[src/rtl/octa_rf_pkg.sv]
// Shared sizing, types and grant encoding for the register-file writeback arbiter.
//   DW    : register data width
//   AW    : register address width
//   NREGS : number of registers (2**AW)
package octa_rf_pkg;

  localparam int unsigned DW    = 8;
  localparam int unsigned AW    = 3;
  localparam int unsigned NREGS = 2 ** AW;

  typedef logic [AW-1:0] rf_addr_t;
  typedef logic [DW-1:0] rf_data_t;

  // Identity of the requester that won the most recent handshake.
  typedef enum logic {
    GNT_A = 1'b0,
    GNT_B = 1'b1
  } grant_e;

endpackage : octa_rf_pkg

[src/rtl/rf_wb_arb_rr_arb2.sv]
// Two-way round-robin arbiter with a remembered last winner.
// Ports:
//   clk, rst_n : clock, async active-low reset
//   i_req[1:0] : request vector, bit 0 = A, bit 1 = B
//   o_gnt[1:0] : one-hot grant (combinational), never set without the matching request
// Reset leaves last winner at B so A takes the first tie.
module rr_arb2
  import octa_rf_pkg::*;
(
  input  logic       clk,
  input  logic       rst_n,
  input  logic [1:0] i_req,
  output logic [1:0] o_gnt
);

  grant_e r_last;
  grant_e w_last_nxt;

  // Last-winner register.
  always_ff @(posedge clk or negedge rst_n) begin
    if (!rst_n) begin
      r_last <= GNT_B;
    end else begin
      r_last <= w_last_nxt;
    end
  end

  // Grant selection; every grant is a handshake, so the winner becomes last.
  always_comb begin
    o_gnt      = 2'b00;
    w_last_nxt = r_last;
    case (i_req)
      2'b01:   o_gnt = 2'b01;
      2'b10:   o_gnt = 2'b10;
      2'b11:   o_gnt = (r_last == GNT_B) ? 2'b01 : 2'b10;
      default: o_gnt = 2'b00;
    endcase
    if (o_gnt[0]) begin
      w_last_nxt = GNT_A;
    end else if (o_gnt[1]) begin
      w_last_nxt = GNT_B;
    end
  end

endmodule : rr_arb2

[src/rtl/rf_wb_arb.sv]
// Writeback arbiter for the single register-file write port.
// Requesters A (ALU) and B (LSU) share the port through a round-robin arbiter;
// the winner is captured into one write stage that drives reg_ff the next cycle.
// Decode read addresses pass straight through; a read that hits the address in
// the write stage is a hazard.
// Ports:
//   clk, rst_n                          : clock, async active-low reset
//   a_valid/a_ready/a_rd/a_data         : requester A handshake + payload
//   b_valid/b_ready/b_rd/b_data         : requester B handshake + payload
//   rs1, rs2 / r1, r2                   : decode read addresses / read data
//   stall                               : decode must hold rs1/rs2 and retry
//   rf_wr_en, rf_rd, rf_din             : registered write port to reg_ff
//   rf_rs1, rf_rs2 / rf_r1, rf_r2       : read port to/from reg_ff
// Build option: define RF_WB_BYPASS_EN to forward the write-stage data to a
// matching read port instead of stalling.
module rf_wb_arb
  import octa_rf_pkg::*;
#(
  parameter int unsigned P_DW = DW,
  parameter int unsigned P_AW = AW
) (
  input  logic            clk,
  input  logic            rst_n,
  input  logic            a_valid,
  output logic            a_ready,
  input  logic [P_AW-1:0] a_rd,
  input  logic [P_DW-1:0] a_data,
  input  logic            b_valid,
  output logic            b_ready,
  input  logic [P_AW-1:0] b_rd,
  input  logic [P_DW-1:0] b_data,
  input  logic [P_AW-1:0] rs1,
  input  logic [P_AW-1:0] rs2,
  output logic [P_DW-1:0] r1,
  output logic [P_DW-1:0] r2,
  output logic            stall,
  output logic            rf_wr_en,
  output logic [P_AW-1:0] rf_rd,
  output logic [P_DW-1:0] rf_din,
  output logic [P_AW-1:0] rf_rs1,
  output logic [P_AW-1:0] rf_rs2,
  input  logic [P_DW-1:0] rf_r1,
  input  logic [P_DW-1:0] rf_r2
);

  logic [1:0]      w_req;
  logic [1:0]      w_gnt;
  logic            w_hit1;
  logic            w_hit2;
  logic            r_wr_en;
  logic [P_AW-1:0] r_rd;
  logic [P_DW-1:0] r_din;

  assign w_req = {b_valid, a_valid};

  rr_arb2 u_arb (
    .clk   (clk),
    .rst_n (rst_n),
    .i_req (w_req),
    .o_gnt (w_gnt)
  );

  // Grant is only given to a valid requester, so ready never rises without valid.
  assign a_ready = w_gnt[0];
  assign b_ready = w_gnt[1];

  // Write stage: always drains; a bubble leaves address/data holding old values.
  always_ff @(posedge clk or negedge rst_n) begin
    if (!rst_n) begin
      r_wr_en <= 1'b0;
      r_rd    <= '0;
      r_din   <= '0;
    end else begin
      r_wr_en <= |w_gnt;
      if (w_gnt[0]) begin
        r_rd  <= a_rd;
        r_din <= a_data;
      end else if (w_gnt[1]) begin
        r_rd  <= b_rd;
        r_din <= b_data;
      end
    end
  end

  assign rf_wr_en = r_wr_en;
  assign rf_rd    = r_rd;
  assign rf_din   = r_din;
  assign rf_rs1   = rs1;
  assign rf_rs2   = rs2;

  // Reads of the register being written this cycle see stale reg_ff data.
  assign w_hit1 = r_wr_en && (rs1 == r_rd);
  assign w_hit2 = r_wr_en && (rs2 == r_rd);

`ifdef RF_WB_BYPASS_EN
  // Forward the in-flight write per port; no stall needed.
  assign r1    = w_hit1 ? r_din : rf_r1;
  assign r2    = w_hit2 ? r_din : rf_r2;
  assign stall = 1'b0;
`else
  assign r1    = rf_r1;
  assign r2    = rf_r2;
  assign stall = w_hit1 | w_hit2;
`endif

endmodule : rf_wb_arb

[config.mk]
export PLATFORM = sky130hd
export DESIGN_NAME = rf_wb_arb
export DESIGN_NICKNAME = d
export VERILOG_FILES = /design/src/rtl/octa_rf_pkg.sv /design/src/rtl/rf_wb_arb_rr_arb2.sv /design/src/rtl/rf_wb_arb.sv
export SDC_FILE = /design/constraint.sdc
export NUM_CORES = 1
export LEC_CHECK = 0
export CORE_MARGIN = 4
export CORE_UTILIZATION = 29
export CTS_BUF_LIST = sky130_fd_sc_hd__clkbuf_4
export DETAILED_ROUTE_END_ITERATION = 8
export PLACE_DENSITY_LB_ADDON = 0.08
export SLEW_MARGIN = 30
export SYNTH_ARGS = -nofsm -noshare
export SYNTH_HDL_FRONTEND = slang
export SYNTH_HIERARCHICAL = 1
export SYNTH_SLANG_ARGS = --single-unit
[constraint.sdc]
create_clock -name clk -period 1.8 [get_ports clk]
set_input_delay 0.54 -clock clk [delete_from_list [all_inputs] [get_ports clk]]
set_output_delay 0.54 -clock clk [all_outputs]
set_load 0.01 [all_outputs]
==> results.cfg <==
[route]
dr_wl_met3_um = 242
ant_nets = 0
via_per_inst = 4.51
first_pass_iters = 2
routed.top_layer = met4
wl_per_cell_um = 13.0
drc_errors = 0
wirelength_mm = 2.08
dr_wl_met2_mm = 1.08
drt-met1-wl_um = 737
first_iter_violations = 12
dr_total_vias = 721

[worst_setup_path]
worst_ep_required_time_ns = 1.26
path_max_fanout = 2
cpLargestDelayFamily = buffers and inverters
cp_data_arrival_time_ns = 1.45
slowest_stage = o31a_1
reg2reg_depth = 5
critPathBufInv = 3
crit_path_end_kind = output port
path_class = in2out
worst_setup_path_start_kind = input pin
cpPeakStageDelay_ns = 0.27
cp_cell_sequence = dlygate4sd2_1 > buf_4 > nand2_1 > a211oi_2 > o31a_1 > buf_2
cp_num_cells = 6

[global_routing]
grt_start_max_net_pins = 24
grtUsageTotal_pct = 11.8
grt_pass1_vias = 768
grt_overflow_total = 0
grt_pass1_wl_mm = 3.24
antenna_found_initial = 0

[synth]
synth_cell_types = 19
yosys_register_bits = 13
synth_nets = 136
syn-instance-count = 88
synth_area_sq_um = 823
avgSynthCellArea_sq_um = 9.36
yosys_warnings = 6
synth_seq_area_share_pct = 39.7

[placement]
port-buffer-count = 52
placed_cells = 156
dpl.hpwl_mm = 1.57
gp_congestion = 0.660
pre_cts_slack_ns = -0.889

[timing]
period_minus_slack_ns = 1.99
worst_pin_slew_ns = 0.250
fin_skew_ns = 0.000692
fmax_mhz = 503
setup_tns_ns = -0.186
finalHoldViolCount = 0
slew_viol_final = 0
layout_setup_ws_ns = -0.186
rsz0062_at_grt = yes
slew_headroom_pct = 83.2
setup_viol = 1
fin_crit_sh_pct = 110

[cts]
postCtsSetupBuffers = 0
tritoncts = built
cts_max_path_buffers = 2
ctsHoldBuffers = 0
h-tree-depth = 1
clk_pin_slew_ns = 0.08
insertion_delay_ns = 0.27
cts_made_buffers = 3
root_buffer = clkbuf_4
cts.sinks = 13

[power]
swShare_pct = 29.1
p_leak_nw = 0.584
p_total_w = 0.000913
p_per_area_nw_per_um2 = 699
vdd_ir_drop_max_v = 0.000342
internal_power_w = 0.000648
pwr-share-seq_pct = 40.2
p_switching_w = 0.000266
p_comb_share_pct = 38.7
clockPowerShare_pct = 21.1

[finish]
area_delta_synth_final_pct = 58.7
finalNonFillerCells = 160
nets = 178
insertedDiodeCount = 0
nFillCells = 265
layout_common_cells = clkdlybuf4s50_1 (33), nand2_1 (13), dlygate4sd2_1 (13)
mostFrequentLayoutCell = clkdlybuf4s50_1
drive_above_1_share_pct = 20.9

[run_status]
violations = setup timing
status = finished with violations

[floorplan]
core_region_area_sq_um = 2730
die_w_um = 61.3
start_util_pct = 30.1
rows = 19
die_y_um = 61.3
num_io_pins = 85
die_area_sq_um = 3760

[job]
cap_violations = 0

[hold_path]
min_path_type = in2async
==> through the flow <==
stage	utilization (%)	instance area, sq um	hold slack [ns]
3_3_place_gp	46.9	1280	0.558
6_report	47.8	1310	0.568
4_1_cts	47.8	1310	0.565
3_5_place_dp	46.9	1280	0.566
2_1_floorplan	-	823	0.244
5_1_grt	47.8	1310	0.587
==> power groups by stage <==
stage               sequential [W]  combinational [W]  clock [W]
floorplan                 0.000393           0.000152          0
global placement          0.000371           0.000366          0
detailed placement        0.000370           0.000371          0
CTS                       0.000367           0.000358   0.000208
global route              0.000374           0.000389   0.000224
finish                    0.000367           0.000354   0.000193
==> cell type report <==
cell class                      count  area (sq um)  share of cell area, %
Multi-Input combinational cell     49           347                   26.5
Sequential cell                    13           327                   25.0
Tap cell                           31          38.8                   2.97
Inverter                            1          3.75                  0.287
Clock buffer                        4          30.0                   2.30
Timing Repair Buffer               62           561                   42.9
==> cells in the mapped netlist <==
| master | number | share of area [%] |
|---|---|---|
| buf_4 | 23 | 21 |
| nand2_1 | 13 | 5.9 |
| dfrtp_1 | 12 | 36 |
| mux2i_1 | 11 | 13 |
| o21ai_0 | 11 | 6.7 |
| xor2_1 | 4 | 4.3 |
| clkbuf_1 | 2 | 0.91 |
| a211oi_1 | 1 | 0.91 |
| a21boi_0 | 1 | 0.91 |
| a21boi_1 | 1 | 0.91 |
| a21oi_1 | 1 | 0.61 |
| dfstp_2 | 1 | 3.2 |
| inv_1 | 1 | 0.46 |
| nor2_1 | 1 | 0.46 |
| nor3_1 | 1 | 0.61 |
| nor4_1 | 1 | 0.76 |
| o31a_1 | 1 | 1.1 |
| or2_0 | 1 | 0.76 |
| or2_2 | 1 | 0.76 |
==> cell families (layout without fill, tap and decap cells) <==
| logic type | Yosys count | in the layout | synth area share (%) |
|---|---|---|---|
| AOI/OAI and AO/OA | 16 | 16 | 11.1 |
| xor gates and xnor gates | 4 | 4 | 4.25 |
| buffers and inverters | 26 | 67 | 22.3 |
| DFF | 13 | 13 | 39.7 |
| muxes | 11 | 11 | 13.4 |
| and+or+nand+nor | 18 | 18 | 9.27 |
==> routing by layer <==
metal	GRT usage, %	vias up
li1	-	350
met1	12.5	328
met2	21.3	39
met3	3.98	4
met4	4.95	0
met5	0	-
==> path summary, 6_finish.rpt <==
check / startpoint / endpoint / slack [ns]
setup / recovery: rs1[0] / stall / -0.19
min in group clk: rf_din[0] / rf_din[0] / 0.58
max in group asynchronous: rst_n / u_arb/r_last / 1.00
hold / removal: rst_n / rf_din[3] / 0.57
setup reg to reg: u_arb/r_last / rf_din[1] / 0.49
hold reg to reg: rf_din[0] / rf_din[0] / 0.58
==> registers in the layout, summed over array words and instances, names as in the netlist <==
register      cells
rf_rd             3
rf_din            8
rf_wr_en          1
u_arb/r_last      1
==> what timing repair did <==
action,CTS,global route
resized for setup,39,0
pin swaps,8,1
endpoints found under the setup margin,12,1
Power figures use the tool's default switching activity.
